## src/rtl/ahb_pkg.sv

```systemverilog
// ahb_pkg: AHB encodings, GPIO register offsets and slave FSM states
package ahb_pkg;
  localparam logic [1:0] HTRANS_IDLE = 2'b00;
  localparam logic [1:0] HTRANS_BUSY = 2'b01;
  localparam logic [1:0] HTRANS_NONSEQ = 2'b10;
  localparam logic [1:0] HTRANS_SEQ = 2'b11;
  localparam logic [1:0] HRESP_OKAY = 2'b00;
  localparam logic [1:0] HRESP_ERROR = 2'b01;
  localparam logic [1:0] HRESP_RETRY = 2'b10;
  localparam logic [1:0] HRESP_SPLIT = 2'b11;
  localparam logic [2:0] HSIZE_WORD = 3'b010;
  localparam logic [2:0] REG_DATA_OUT = 3'd0;
  localparam logic [2:0] REG_DIR = 3'd1;
  localparam logic [2:0] REG_DATA_IN = 3'd2;
  localparam logic [2:0] REG_INT_EN = 3'd3;
  localparam logic [2:0] REG_INT_STAT = 3'd4;
  typedef enum logic [1:0] {ST_IDLE, ST_RWAIT, ST_ERR1, ST_ERR2} state_t;
endpackage

```

## src/rtl/gpio_sync_edge.sv

```systemverilog
// gpio_sync_edge: two-flop input synchroniser with rising-edge pulse
module gpio_sync_edge #(
  parameter int W = 32
) (
  input  logic         clk,
  input  logic         rst,
  input  logic [W-1:0] d,
  output logic [W-1:0] sync_q,
  output logic [W-1:0] rise_pulse
);
  logic [W-1:0] s1, prev;
  always_ff @(posedge clk)
    if (rst) {s1, sync_q, prev} <= '0;
    else {s1, sync_q, prev} <= {d, s1, sync_q};
  assign rise_pulse = sync_q & ~prev;
endmodule

```

## src/rtl/ahb_gpio_slave.sv

```systemverilog
// ahb_gpio_slave: AHB slave with GPIO register file, read wait states and edge interrupts
module ahb_gpio_slave
  import ahb_pkg::*;
#(
  parameter int GPIO_W = 32,
  parameter int READ_WAIT = 1
) (
  input  logic              HCLK,
  input  logic              HRESET,
  input  logic              HSEL,
  input  logic [31:0]       HADDR,
  input  logic [1:0]        HTRANS,
  input  logic              HWRITE,
  input  logic [2:0]        HSIZE,
  input  logic [31:0]       HWDATA,
  input  logic              HREADY_IN,
  output logic              HREADYOUT,
  output logic [1:0]        HRESP,
  output logic [31:0]       HRDATA,
  output logic [3:0]        HSPLITx,
  input  logic [GPIO_W-1:0] gpio_in,
  output logic [GPIO_W-1:0] gpio_out,
  output logic [GPIO_W-1:0] gpio_oe,
  output logic              irq
);
  localparam logic [1:0] LAST = 2'(READ_WAIT == 0 ? 0 : READ_WAIT - 1);
  state_t state, nxt;
  logic [1:0] cnt;
  logic d_act, d_write;
  logic [2:0] d_off;
  logic [GPIO_W-1:0] int_en, int_stat, sync_q, rise, w1c;
  logic acc, err, we, rd_done;
  logic [31:0] rmux;
  logic unused_ok;
  gpio_sync_edge #(.W(GPIO_W)) u_sync (
    .clk(HCLK), .rst(HRESET), .d(gpio_in), .sync_q(sync_q), .rise_pulse(rise)
  );
  assign acc = HSEL & HREADY_IN & HTRANS[1];
  assign err = HADDR[4:2] > REG_INT_STAT || HADDR[1:0] != 2'b00 || HSIZE != HSIZE_WORD ||
               (HWRITE && HADDR[4:2] == REG_DATA_IN);
  assign we = d_act & d_write;
  assign rd_done = d_act & ~d_write & (state == ST_IDLE);
  assign w1c = we && d_off == REG_INT_STAT ? HWDATA[GPIO_W-1:0] : '0;
  assign HSPLITx = '0;
  assign unused_ok = ^{HADDR[31:5], HTRANS[0], HWDATA};
  always_ff @(posedge HCLK)
    if (HRESET) begin
      state <= ST_IDLE;
      cnt <= '0;
    end else begin
      state <= nxt;
      cnt <= state == ST_RWAIT ? cnt + 2'd1 : '0;
    end
  always_comb begin
    nxt = state;
    HREADYOUT = 1'b1;
    HRESP = HRESP_OKAY;
    case (state)
      ST_IDLE, ST_ERR2: nxt = acc && err ? ST_ERR1 :
                              acc && !HWRITE && READ_WAIT != 0 ? ST_RWAIT : ST_IDLE;
      ST_RWAIT: nxt = cnt == LAST ? ST_IDLE : ST_RWAIT;
      ST_ERR1: nxt = ST_ERR2;
      default: nxt = ST_IDLE;
    endcase
    HREADYOUT = state != ST_RWAIT && state != ST_ERR1;
    HRESP = state == ST_ERR1 || state == ST_ERR2 ? HRESP_ERROR : HRESP_OKAY;
  end
  // Erroneous transfers never open a data phase, so they cannot touch a register.
  always_ff @(posedge HCLK)
    if (HRESET) begin
      d_act <= 1'b0;
      d_write <= 1'b0;
      d_off <= '0;
      gpio_out <= '0;
      gpio_oe <= '0;
      int_en <= '0;
      int_stat <= '0;
      irq <= 1'b0;
    end else begin
      if (HREADY_IN) begin
        d_act <= acc & ~err;
        d_write <= HWRITE;
        d_off <= HADDR[4:2];
      end
      if (we && d_off == REG_DATA_OUT) gpio_out <= HWDATA[GPIO_W-1:0];
      if (we && d_off == REG_DIR) gpio_oe <= HWDATA[GPIO_W-1:0];
      if (we && d_off == REG_INT_EN) int_en <= HWDATA[GPIO_W-1:0];
      int_stat <= (int_stat & ~w1c) | rise;
      irq <= |(int_stat & int_en);
    end
  assign rmux = d_off == REG_DATA_OUT ? 32'(gpio_out) :
                d_off == REG_DIR ? 32'(gpio_oe) :
                d_off == REG_DATA_IN ? 32'(sync_q) :
                d_off == REG_INT_EN ? 32'(int_en) :
                d_off == REG_INT_STAT ? 32'(int_stat) : '0;
  assign HRDATA = rd_done ? rmux : '0;
endmodule

```

## config.mk

```make
export PLATFORM = sky130hd
export DESIGN_NAME = ahb_gpio_slave
export DESIGN_NICKNAME = d
export VERILOG_FILES = /design/src/rtl/ahb_pkg.sv /design/src/rtl/gpio_sync_edge.sv /design/src/rtl/ahb_gpio_slave.sv
export SDC_FILE = /design/constraint.sdc
export NUM_CORES = 1
export LEC_CHECK = 0
export ABC_AREA = 1
export ABC_CLOCK_PERIOD_IN_PS = 1550
export CAP_MARGIN = 10
export CORE_MARGIN = 10
export CORE_UTILIZATION = 40
export CTS_CLUSTER_DIAMETER = 100
export DETAILED_ROUTE_END_ITERATION = 12
export DONT_BUFFER_PORTS = 1
export PLACE_DENSITY = 0.58
export SYNTH_ARGS = -nofsm -noshare
export SYNTH_HDL_FRONTEND = slang
export SYNTH_SLANG_ARGS = --single-unit
```

## constraint.sdc

```tcl
create_clock -name HCLK -period 1.55 [get_ports HCLK]
set_clock_uncertainty 0.15 [all_clocks]
set_input_delay 0.2325 -clock HCLK [delete_from_list [all_inputs] [get_ports HCLK]]
set_output_delay 0.2325 -clock HCLK [all_outputs]
set_load 0.05 [all_outputs]
```

---- After elaboration in Yosys (flattened, before gate mapping) ----
Index checks and enable logic that the tools add are counted.
Widths: inputs -> output; s select.
operators by class
  add/subtract/negate cells ............... 1
  $mul .................................... 0
  div/mod/pow operators ................... 0
  magnitude comparators ................... 1
  equality and inequality tests ........... 11
  shifts and indexed selects .............. 0
  multiplexer cells ....................... 12
  bitwise gates (word level) .............. 15
  reduce and logical (&&, ||, !) cells .... 20
operators with widths
  kind                 number
  $mux 32              7
  $and 32x32->32       3
  $not 32->32          2
  $or 32x32->32        1
  $reduce_or 32->1     1
  $eq 3x2->1 const B   3
  $logic_and 1x1->1    8
  $and 1x1->1          6
  $pmux 2 s3           1
  $eq 2x2->1 const B   2
  $logic_not 2->1      2
  $logic_or 1x1->1     4
  $reduce_or 2->1      2
  $eq 3x1->1 const B   1
  $eq 3x3->1 const B   1
  $gt 3x3->1 const B   1
  $logic_not 3->1      1
  $mux 1               3
  $ne 3x2->1 const B   1
  $not 1->1            3
  $add 2x1->2 const B  1
  $eq 2x1->1 const B   1
  $mux 2               1
  $ne 2x1->1 const B   1
  3 further kinds      3
storage, ports and cells
  register bits ........................... 234
  bits in latches ......................... 0
  RAM bits ................................ 0
  memory bits (read-only) ................. 0
  input bits .............................. 106
  logic and storage cells ................. 73
  memories kept ........................... 0

---- Logic depth before layout (Yosys ltp) ----
  depth in word-level cells ............... 7
  mapped depth ............................ 9

---- Hierarchy ----
From an unflattened synthesis, not the netlist that was laid out.
unflattened totals
  cell total of the unflattened synthesis .. 1296
  area total of the unflattened synthesis .. 9766.9 sq um
modules (own cells, without submodules)
  module          instances  cells each  area each (sq um)  seq. area each (sq um)
  ahb_gpio_slave  1          965         6832.8             2762.6
  gpio_sync_edge  1          331         2934.1             1921.8

---- Worst setup path after synthesis ----
OpenSTA, ideal clock, no wires.
  kind .................................... reg2out
  start ................................... register state[0]
  end ..................................... output port HRDATA[10]
  data arrival time ....................... 1.846 ns
  path slack .............................. -0.679 ns
  cell stages (with the launch flop) ...... 8
  cells stage by stage .................... dfxtp_1 -> inv_1 -> ha_1 -> nand2_1 -> nor2_1 -> clkbuf_1 -> o21ai_0 -> a21oi_1
between the ends
  cells in the longest elaborated chain, start to end .. 3
ends and longest elaborated chain
  item                      RTL line              source
  start: declaration        ahb_gpio_slave.sv:27  state_t state, nxt;
  start signal: assignment  ahb_gpio_slave.sv:51  state <= nxt;
  $logic_not 2->1           ahb_gpio_slave.sv:42  assign rd_done = d_act & ~d_write & (state == ST_IDLE);
  $and 1x1->1               ahb_gpio_slave.sv:42
  $mux 32                   ahb_gpio_slave.sv:96  assign HRDATA = rd_done ? rmux : '0;
  end: declaration          ahb_gpio_slave.sv:19  output logic [31:0] HRDATA,
No other way between the ends.

---- Final worst setup path ----
  start ................................... register d_off[1]
  end ..................................... output port HRDATA[0]
between the ends
  cells in the longest elaborated chain, start to end .. 7
  elaborated cells on any way between the ends .. 11
  classes of those cells .................. eq/ne: 4; mux: 6; reduce/logical: 1
ends and longest elaborated chain
  item                      RTL line              source
  start: declaration        ahb_gpio_slave.sv:30  logic [2:0] d_off;
  start signal: assignment  ahb_gpio_slave.sv:83  d_off <= HADDR[4:2];
  $eq 3x3->1                ahb_gpio_slave.sv:95  d_off == REG_INT_STAT ? 32'(int_stat) : '0;
  $mux 32                   ahb_gpio_slave.sv:95
  $mux 32                   ahb_gpio_slave.sv:94  d_off == REG_INT_EN ? 32'(int_en) :
  $mux 32                   ahb_gpio_slave.sv:93  d_off == REG_DATA_IN ? 32'(sync_q) :
  $mux 32                   ahb_gpio_slave.sv:92  d_off == REG_DIR ? 32'(gpio_oe) :
  $mux 32 *                 ahb_gpio_slave.sv:91  assign rmux = d_off == REG_DATA_OUT ? 32'(gpio_out) :
  $mux 32 *                 ahb_gpio_slave.sv:96
Mark *: on every way between the ends. The rest lies on a longest branch, timed or not.

==> summary.txt <==
Yosys warning count - 0
DR WL/cell - 18.2 um
Mapped Area - 9450 um2
Violated checks - negative hold slack, negative setup slack
CP endpoint kind - output port
Fin area - 15400 um2
Hold wc startpoint - HRESET
Worst-path clk slew - 0.06 ns
Max Clk Rate - 432 MHz
Sum Neg Setup Slack - -29.25 ns
Core area - 23300 um2
Lkg Pwr - 6.36 nW
First-pass detailed-route iteration total - 5
Max Cap Viol - 0
Largest net degree at the start of global routing - 167
Routed WL - 34700 um
Vias in the first global route - 9741
Area growth, synth to finish - 63.3%
Post-Syn Instances - 1289
Dpl hpwl - 20400 um
Starting DRT DRC Count - 748
Critical path, cell by cell - nor2_4 > nand2_4 > clkinv_8 > buf_12 > a21oi_1 > a21oi_4 > buf_12
Critical Path RT - 1.17 ns
Reg area - 4700 um2
Initial cell density of the core - 40.5%
Fraction of layout cells with a size suffix above 1 - 28.8%
Area of the die - 30200 um2
WP data arrival - 1.93 ns
ANT cells - 0
H-Tree Depth - 1
RD Place Congestion - 0.835
Status - finished with violations
Hold path depth - 1
GR Util All Layers - 21.2%
Insertion delay to the later sink of the worst-skew pair - 0.52 ns
Critical path class - reg -> out
Register-to-Register Path Depth - 9
DR vias - 9830
Gr ovfl total - 0
Fin Hold WS - -0.381 ns
Final hold vios - 69
Post-layout nets - 1677
Max FO, Critical Path - 12
Root buffer cell - clkbuf_16
Biggest cell delay along the critical path - 0.42 ns
Unrepaired setup endpoints after global routing - true
Most common cell after layout, fill and taps aside - dfxtp_1
Clk sinks - 234
RR Startpoint - d_off[0]
PortBufs - 0
Chip height - 174 um
Final period util - 149%
Crit Reg-Reg Endpoint - gpio_oe[11]
Multi-input combinational cell area - 4790 um2
Setup ws final - -0.765 ns
Pwr Density - 949 nW/um2
Syn_area_per_cell - 7.33 um2
Worst IR Drop VDD - 0.000782 V
Slew HR - 34.6%
Placement Cell Area - 11800 um2
Worst-Margin Slew - 0.981 ns
First-pass GRT wire length - 53000 um
Routed Antenna Nets - 0
Slew Limit Fails - 0
Top cell by count, worst path - buf_12
CTS tree - done
Num CTS Buffers - 26
Die W - 174 um
Sequential share of the synthesized area - 49.6%
Count of final setup violators - 129
Worst hold-check path type - in -> reg
CTS Hold Bufs - 145
Fillers - 1876
CTS max path bufs - 3
CP max stage cell - dfxtp_4
# IOs - 210
Min-Delay Endpoint - gpio_out[24]
Antenna violations before repair - 1
Flop-to-flop setup slack - -0.18 ns
Post-layout min period - 2.32 ns
Post-synthesis register bit count - 234
Vias per cell - 5.16
Most frequent cells in the layout - 225 x dfxtp_1, 168 x inv_1, 155 x nand2_1
Row cnt - 56
Remaining DRCs - 0
Netlist cell types - 26
Startpoint types - register
## kinds of logic (layout without fill, tap and decap cells)
kind of cell | count (synthesis) | in the layout | share of synthesized area [%]
AOI/OAI and AO/OA | 332 | 332 | 17.6
adders and majority gates | 5 | 5 | 0.662
other | 1 | 5 | 0.0397
buffers and inverters | 268 | 560 | 11.6
DFF | 234 | 234 | 49.5
and+or+nand+nor | 449 | 449 | 20.6
## synth_stat cells (all sizes together)
| cell type | n | area, um2 |
|---|---|---|
| a21oi | 166 | 831 |
| and3 | 1 | 6.26 |
| buf | 50 | 275 |
| clkbuf | 40 | 150 |
| conb | 1 | 3.75 |
| dfxtp | 234 | 4680 |
| ha | 5 | 62.6 |
| inv | 178 | 668 |
| nand2 | 193 | 729 |
| nand3 | 100 | 510 |
| nand3b | 1 | 7.51 |
| nand4 | 32 | 200 |
| nor2 | 118 | 468 |
| nor3 | 3 | 20.0 |
| o21ai | 166 | 831 |
| or2 | 1 | 6.26 |
## per-stage QoR
step | setup WS (ns) | total power [mW] | std cells | utilization (%)
after floorplan | -0.155 | 7.23 | 1293 | -
after global placement | -0.205 | 7.52 | 1681 | 50.5
after detailed placement | -0.227 | 7.53 | 1681 | 50.5
after CTS | -0.747 | 14.6 | 1899 | 64.2
after global routing | -0.833 | 15.1 | 1904 | 66.2
final | -0.765 | 14.6 | 1904 | 66.2
## per-layer routing
metal  share of wire, %  vias up  GRT usage [%]
met5              0.020        -              0
met4                2.0        2           6.27
met3                7.5       66           4.64
met2                 48      362           35.4
met1                 42     4680           26.8
li1                   -     4720              -
## layout make-up
class / instances / area share [%]
Clock inverter: 10 / 1.16
Timing Repair Buffer: 335 / 25.4
Sequential cell: 234 / 30.4
Tap cell: 319 / 2.59
Inverter: 178 / 4.49
Clock buffer: 37 / 4.94
Multi-Input combinational cell: 791 / 31.0
## worst max-delay path by stage
stage / from / to / slack [ns]
finish: d_off[1] / HRDATA[0] / -0.77
global route: state[1] / HRDATA[7] / -0.83
CTS: state[1] / HRDATA[23] / -0.75
detailed placement: d_off[1] / HRDATA[17] / -0.23
global placement: d_off[1] / HRDATA[23] / -0.21
floorplan: d_off[0] / HRDATA[2] / -0.15
## power breakdown
group	internal (mW)	total, mW	switching [mW]
clock	4.25	6.74	2.49
combinational	0.715	1.66	0.941
sequential	6.17	6.25	0.0810
## worst max-delay path: cells and delay by family (launching register included)
| family | cells | cell delay, ns |
|---|---|---|
| AOI/OAI and AO/OA | 2 | 0.33 |
| buffers and inverters | 3 | 0.44 |
| DFF | 1 | 0.42 |
| and+or+nand+nor | 2 | 0.21 |
## flip-flops by register name (all words and copies together) (netlist names)
| register | flops |
|---|---|
| d_off | 3 |
| gpio_out | 32 |
| u_sync.sync_q | 32 |
| u_sync.s1 | 32 |
| d_act | 1 |
| u_sync.prev | 32 |
| d_write | 1 |
| int_stat | 32 |
| irq | 1 |
| state | 2 |
| gpio_oe | 32 |
| int_en | 32 |
| cnt | 2 |
## repair_timing
action,CTS,global route
cloned,9,5
pin swaps,18,18
buffers inserted,18,6
gates resized for setup,113,121
setup endpoints to repair,138,150
hold endpoints to repair,233,69
Power figures use the tool's default switching activity.
